===== src/rtl/jtpopeye_inputs_pkg.sv =====
// Shared constants for the Popeye cabinet-input conditioning block:
// PS/2 scan codes, held-key vector layout and MiSTer joystick bit positions.
package jtpopeye_inputs_pkg;

  // PS/2 set-2 scan codes recognised by the key decoder
  localparam logic [7:0] KEY_UP     = 8'h75;
  localparam logic [7:0] KEY_DOWN   = 8'h72;
  localparam logic [7:0] KEY_LEFT   = 8'h6B;
  localparam logic [7:0] KEY_RIGHT  = 8'h74;
  localparam logic [7:0] KEY_PUNCH  = 8'h14;
  localparam logic [7:0] KEY_START1 = 8'h05;
  localparam logic [7:0] KEY_START2 = 8'h06;
  localparam logic [7:0] KEY_COIN   = 8'h04;
  localparam logic [7:0] KEY_PAUSE  = 8'h0C;

  // Held-key vector layout. Bits 0..4 deliberately line up with the
  // joystick bits so the merge is a straight bitwise OR.
  localparam int NKEYS     = 9;
  localparam int KI_RIGHT  = 0;
  localparam int KI_LEFT   = 1;
  localparam int KI_DOWN   = 2;
  localparam int KI_UP     = 3;
  localparam int KI_PUNCH  = 4;
  localparam int KI_START1 = 5;
  localparam int KI_START2 = 6;
  localparam int KI_COIN   = 7;
  localparam int KI_PAUSE  = 8;

  // MiSTer joystick word bit positions
  localparam int JB_RIGHT  = 0;
  localparam int JB_LEFT   = 1;
  localparam int JB_DOWN   = 2;
  localparam int JB_UP     = 3;
  localparam int JB_PUNCH  = 4;
  localparam int JB_START1 = 6;
  localparam int JB_START2 = 7;
  localparam int JB_COIN   = 8;
  localparam int JB_PAUSE  = 9;

  // One-hot match of a scan code against the key table; all-zero if unknown
  function automatic logic [NKEYS-1:0] key_match(input logic [7:0] code);
    logic [NKEYS-1:0] hit;
    hit = '0;
    hit[KI_RIGHT]  = (code == KEY_RIGHT);
    hit[KI_LEFT]   = (code == KEY_LEFT);
    hit[KI_DOWN]   = (code == KEY_DOWN);
    hit[KI_UP]     = (code == KEY_UP);
    hit[KI_PUNCH]  = (code == KEY_PUNCH);
    hit[KI_START1] = (code == KEY_START1);
    hit[KI_START2] = (code == KEY_START2);
    hit[KI_COIN]   = (code == KEY_COIN);
    hit[KI_PAUSE]  = (code == KEY_PAUSE);
    return hit;
  endfunction

  // OSD difficulty (0 normal, 1 easy, 2 hard, 3 very hard) to game dip_level
  function automatic logic [1:0] level_map(input logic [1:0] osd);
    logic [1:0] lvl;
    case (osd)
      2'd0:    lvl = 2'd2;
      2'd1:    lvl = 2'd3;
      2'd2:    lvl = 2'd1;
      default: lvl = 2'd0;
    endcase
    return lvl;
  endfunction

endpackage


===== src/rtl/jtpopeye_ps2_keys.sv =====
// PS/2 key-event decoder: turns toggle-flagged key events into a vector of
// held key states. The first clock after reset only captures the toggle bit
// so a stale toggle value cannot be mistaken for a fresh event.
module jtpopeye_ps2_keys
  import jtpopeye_inputs_pkg::*;
(
  input  logic             clk,
  input  logic             rst_n,
  input  logic [10:0]      ps2_key,
  output logic [NKEYS-1:0] keys
);

  logic             primed_q;
  logic             shadow_q;
  logic [NKEYS-1:0] keys_q;
  logic [NKEYS-1:0] keys_d;
  logic [NKEYS-1:0] hit;
  logic             evt;

  // The extended-key flag carries no meaning for this cabinet
  logic unused_ext;
  assign unused_ext = ps2_key[8];

  assign hit = key_match(ps2_key[7:0]);
  assign evt = primed_q && (ps2_key[10] != shadow_q);

  // Only the matched key register follows the pressed flag on an event
  generate
    for (genvar gi = 0; gi < NKEYS; gi++) begin : g_key
      assign keys_d[gi] = (evt && hit[gi]) ? ps2_key[9] : keys_q[gi];
    end
  endgenerate

  // Shadow tracks the toggle bit every clock; primed set after first clock
  always_ff @(posedge clk or negedge rst_n) begin
    if (!rst_n) begin
      primed_q <= 1'b0;
      shadow_q <= 1'b0;
      keys_q   <= '0;
    end else begin
      primed_q <= 1'b1;
      shadow_q <= ps2_key[10];
      keys_q   <= keys_d;
    end
  end

  assign keys = keys_q;

endmodule


===== src/rtl/jtpopeye_inputs.sv =====
// Cabinet-input conditioning for jtpopeye_game: merges PS/2 keys with the
// MiSTer joysticks, stretches the coin pulse, handles the pause toggle and
// maps the OSD difficulty. Every output comes straight from a register.
module jtpopeye_inputs
  import jtpopeye_inputs_pkg::*;
#(
  parameter int COIN_MIN = 800000,
  parameter int CW       = 20
) (
  input  logic        clk,
  input  logic        rst_n,
  input  logic [10:0] ps2_key,
  input  logic [15:0] joy_0,
  input  logic [15:0] joy_1,
  input  logic        pause_clr,
  input  logic [1:0]  osd_level,
  output logic [4:0]  joystick1,
  output logic [4:0]  joystick2,
  output logic [1:0]  start_button,
  output logic        coin_input,
  output logic        pause,
  output logic [1:0]  dip_level
);

  localparam logic [CW-1:0] COIN_LOAD = CW'(COIN_MIN - 1);
  localparam logic [CW-1:0] CNT_ONE   = CW'(1);

  logic [NKEYS-1:0] keys;

  logic [4:0]    joy1_m;
  logic [1:0]    start_m;
  logic          coin_m;
  logic          pause_m;

  logic [4:0]    joy1_q, joy2_q;
  logic [1:0]    start_q;
  logic          coin_q, coin_prev_q;
  logic [CW-1:0] cnt_q, cnt_d;
  logic          pause_in_q, pause_prev_q, pause_q, pause_d;
  logic [1:0]    dip_q;

  // Joystick bits with no function in this game
  logic unused_joy;
  assign unused_joy = ^{joy_0[15:10], joy_0[5], joy_1[15:5]};

  jtpopeye_ps2_keys u_keys (
    .clk     (clk),
    .rst_n   (rst_n),
    .ps2_key (ps2_key),
    .keys    (keys)
  );

  // Directions and punch share bit positions between keys and joystick
  generate
    for (genvar gi = 0; gi < 5; gi++) begin : g_joy_merge
      assign joy1_m[gi] = keys[gi] | joy_0[gi];
    end
  endgenerate

  assign start_m = {keys[KI_START2] | joy_0[JB_START2],
                    keys[KI_START1] | joy_0[JB_START1]};
  assign coin_m  = keys[KI_COIN]  | joy_0[JB_COIN];
  assign pause_m = keys[KI_PAUSE] | joy_0[JB_PAUSE];

  // Coin counter: reload on every rising edge, otherwise count down to 0
  always_comb begin
    cnt_d = cnt_q;
    if (coin_m && !coin_prev_q)
      cnt_d = COIN_LOAD;
    else if (cnt_q != '0)
      cnt_d = cnt_q - CNT_ONE;
  end

  // Pause toggles on a rising edge of the registered merge; clear dominates
  always_comb begin
    pause_d = pause_q;
    if (pause_clr)
      pause_d = 1'b0;
    else if (pause_in_q && !pause_prev_q)
      pause_d = ~pause_q;
  end

  // Output and state registers
  always_ff @(posedge clk or negedge rst_n) begin
    if (!rst_n) begin
      joy1_q       <= '0;
      joy2_q       <= '0;
      start_q      <= '0;
      coin_q       <= 1'b0;
      coin_prev_q  <= 1'b0;
      cnt_q        <= '0;
      pause_in_q   <= 1'b0;
      pause_prev_q <= 1'b0;
      pause_q      <= 1'b0;
      dip_q        <= '0;
    end else begin
      joy1_q       <= joy1_m;
      joy2_q       <= joy_1[4:0];
      start_q      <= start_m;
      coin_q       <= coin_m | (cnt_q != '0);
      coin_prev_q  <= coin_m;
      cnt_q        <= cnt_d;
      pause_in_q   <= pause_m;
      pause_prev_q <= pause_in_q;
      pause_q      <= pause_d;
      dip_q        <= level_map(osd_level);
    end
  end

  assign joystick1    = joy1_q;
  assign joystick2    = joy2_q;
  assign start_button = start_q;
  assign coin_input   = coin_q;
  assign pause        = pause_q;
  assign dip_level    = dip_q;

endmodule


===== config.mk =====
export PLATFORM = sky130hd
export DESIGN_NAME = jtpopeye_inputs
export DESIGN_NICKNAME = d
export VERILOG_FILES = /design/src/rtl/jtpopeye_inputs_pkg.sv /design/src/rtl/jtpopeye_ps2_keys.sv /design/src/rtl/jtpopeye_inputs.sv
export SDC_FILE = /design/constraint.sdc
export NUM_CORES = 1
export LEC_CHECK = 0
export ABC_CLOCK_PERIOD_IN_PS = 2800
export CORE_UTILIZATION = 48
export DETAILED_ROUTE_END_ITERATION = 7
export HOLD_SLACK_MARGIN = 0.15
export PLACE_DENSITY = 0.91
export SLEW_MARGIN = 10
export SYNTH_ARGS = -nofsm -noshare
export SYNTH_HDL_FRONTEND = slang
export SYNTH_HIERARCHICAL = 1
export SYNTH_SLANG_ARGS = --single-unit

===== constraint.sdc =====
create_clock -name clk -period 2.8 [get_ports clk]
set_clock_uncertainty 0.2 [all_clocks]
set_input_delay 0.42 -clock clk [delete_from_list [all_inputs] [get_ports clk]]
set_output_delay 0.42 -clock clk [all_outputs]
set_load 0.05 [all_outputs]

==> key figures <==
Outcome
  – Status: complete, no violations

Critical path
  – Critical Path Fanout Max: 6
  – CP Capture Type: register
  – Critical Path Start: cnt_q[12]
  – Setup crit start kind: register
  – Cell depth of the worst flop-to-flop path: 4
  – Reg2Reg Setup Slack: 350 ps
  – R2R Path Start: cnt_q[12]
  – WS Path Type: reg2reg
  – Crit Reg-Reg Endpoint: cnt_q[17]
  – Req. time, crit path: 2840 ps
  – Crit path DAT: 2490 ps

Pwr
  – Clock power share: 33.5%
  – PD cells: 521 nW/um2
  – Switching share of power: 25.0%
  – Pwr Total: 1.53 mW
  – Sequential share of power: 52.1%
  – Worst vdd ir: 298 uV
  – Comb power frac: 14.3%
  – Cell internal pwr: 1.15 mW
  – NetSw: 0.383 mW
  – Leak Pwr: 1.17 nW

Floorplanning
  – FP Rows: 24
  – Die area: 5120 um2
  – Die width: 71.5 um
  – I/O pins: 64
  – Initial cell density of the core: 51.5%
  – Area of the core: 4500 um2
  – Die Span Y: 71.5 um

Timing
  – Worst Tran Pin Value: 592 ps
  – Pins Over Slew Limit: 0
  – Relative slew slack: 60.2%
  – Final hold vios: 0
  – Fmax: 408 MHz
  – RSZ-0062 raised after global routing: false
  – Setup ws final: 349 ps
  – Hold slack: 183 ps
  – Crit path time final: 2450 ps
  – Setup TNS: 0 ps
  – Period utilisation layout: 87.5%
  – Finish-stage setup viols: 0

Hold path
  – Min-delay src: pause_in_q
  – Hold Path Class: reg2reg
  – Hold depth: 0
  – Hold Crit Endpoint: pause_prev_q

Global routing
  – First-pass GRT wire length: 8000 um
  – Total track usage: 20.1%
  – Grt ovf: 0
  – Largest net degree at the start of global routing: 36
  – Number of global-route vias before repair: 1729
  – Initial antenna violation count: 0

Synthesis
  – Top cell type's share of synthesized area: 53.9%
  – Gate Count Post-Synth: 209
  – Post-synth cell types: 48
  – Synth Register Bits: 50
  – Synth area leader: dfrtp_1
  – Ys async rst share: 100%
  – Synth Cell Area: 2320 um2
  – Predominant post-synthesis flop cell: dfrtp_1
  – Synth Net Count: 261
  – Post-synthesis sequential area ratio: 53.9%
  – Ys Warns: 6
  – Number of synthesized flops with an enable pin: 0
  – Synth area leaders: dfrtp_1 54%, mux2_2 3.9%, or2_2 3.0%
  – Syn Area/Cell: 11.1 um2

Route
  – Routed wl met3: 230 um
  – Top layer in use: met4
  – Post-route DRC: 0
  – Drt total wl: 4530 um
  – Pre-antenna DRT Iters: 4
  – ANT nets after route: 0
  – Vias post-DR: 1781
  – Metal1 wirelength: 2030 um
  – DRT iter0 DRCs: 200
  – Met2 Wirelength: 2220 um
  – Vias/cell: 5.71
  – DR WL/cell: 14.5 um

Finish
  – Number of nets in the layout: 312
  – Most frequent cells in the layout: 50 x dfrtp_1, 43 x clkdlybuf4s50_1, 16 x nor2_1
  – N_diodes: 0
  – Area delta synth->final: 26.6%
  – Most common cell after layout, fill and taps aside: dfrtp_1
  – FF+latch area: 1250 um2
  – Fill count: 329
  – Fraction of layout cells with a size suffix above 1: 15.0%
  – Cell Count, Final, Fillers Out: 312
  – Multi-input gate area: 1010 um2

Placement
  – Dpl ws: 282 ps
  – Post-DP HPWL: 3230 um
  – Placed cell count: 304
  – Gp weighted congestion: 0.881
  – Number of I/O port buffers: 44

Clock network
  – Resize count post-CTS: 0
  – CTS tree: built
  – Clock Root Buffer: clkbuf_8
  – Clock Sinks: 50
  – CTS Buf Count: 5
  – CTS H-tree lvls: 2
  – Clock slew at reported path FFs: 90 ps
  – Clock Path Buffers: 2
  – Clock latency on the worst-skew pair: 300 ps

Flow run
  – Total of max-cap violations: 0
[metal layers]
metal / GRT usage, % / vias to the layer above
met1: 25.8 / 849
met5: 0 / -
met2: 33.9 / 51
met4: 6.75 / 0
li1: - / 876
met3: 4.78 / 5
[cell usage after synthesis, types with 5 or more instances]
cell type and count:
nor4_1 9, o31ai_1 6, nor3_1 5, a21oi_1 8, o21ai_0 9, mux2i_1 5, inv_1 6, or4_1 9
mux2_2 8, dfrtp_1 50, nor2_1 16, or2_2 11, nand2_1 9
[kinds of logic after synthesis]
family	count (synthesis)	share of synthesized area, %
compound gates	30	7.98
mux	14	6.53
other cells	1	0.162
simple gates	97	26.0
fa+ha+maj	4	2.16
flops	50	53.9
xor+xnor	2	0.755
buf+inv	11	2.48
[registers in the layout (all words and copies together), names as in the netlist]
register,count
pause,1
coin_input,1
start_button,2
joystick2,5
pause_in_q,1
cnt_q,20
coin_prev_q,1
u_keys/primed_q,1
u_keys/keys,9
dip_level,2
joystick1,5
u_keys/shadow_q,1
pause_prev_q,1
[how the worst max path moves through the flow]
stage | to | slack (ps) | cells past startpoint
2_1_floorplan | cnt_q[17] | 480 | 5
3_3_place_gp | u_keys/keys[2] | 340 | 5
3_5_place_dp | u_keys/keys[2] | 280 | 5
4_1_cts | cnt_q[17] | 360 | 4
5_1_grt | cnt_q[17] | 270 | 4
6_report | cnt_q[17] | 350 | 4
[what timing repair did]
item	in CTS	in global routing
setup buffers	0	0
hold endpoints to repair	15	0
hold buffers	1	0
[power groups by stage]
stage          sequential (mW)  clock (mW)  combinational, mW
6_report                 0.798       0.513              0.219
4_1_cts                  0.797       0.527              0.221
5_1_grt                  0.803       0.552              0.241
2_1_floorplan            0.850           0             0.0736
3_5_place_dp             0.810           0              0.220
3_3_place_gp             0.810           0              0.215
[critical path, stage by stage, from the launching register on]
cell and delay, ps:
dfrtp_1 440, or4_4 580, or3_1 470, or4_1 540, a21oi_1 150
[stage by stage]
step,util (%),area (um2)
2_1_floorplan,-,2320
3_3_place_gp,62.5,2820
3_5_place_dp,62.5,2820
4_1_cts,65.2,2940
5_1_grt,65.2,2940
6_report,65.2,2940
[cell type report]
cell class              count  share of cell area (%)
well taps                  52                    2.21
clock buffers               6                    2.81
flip-flops and latches     50                    42.6
multi-input cells         148                    34.4
repair buffers             49                    16.2
clock inverters             1                    1.02
inverters                   6                   0.767
Note: power is estimated with default switching activity, not from simulation.
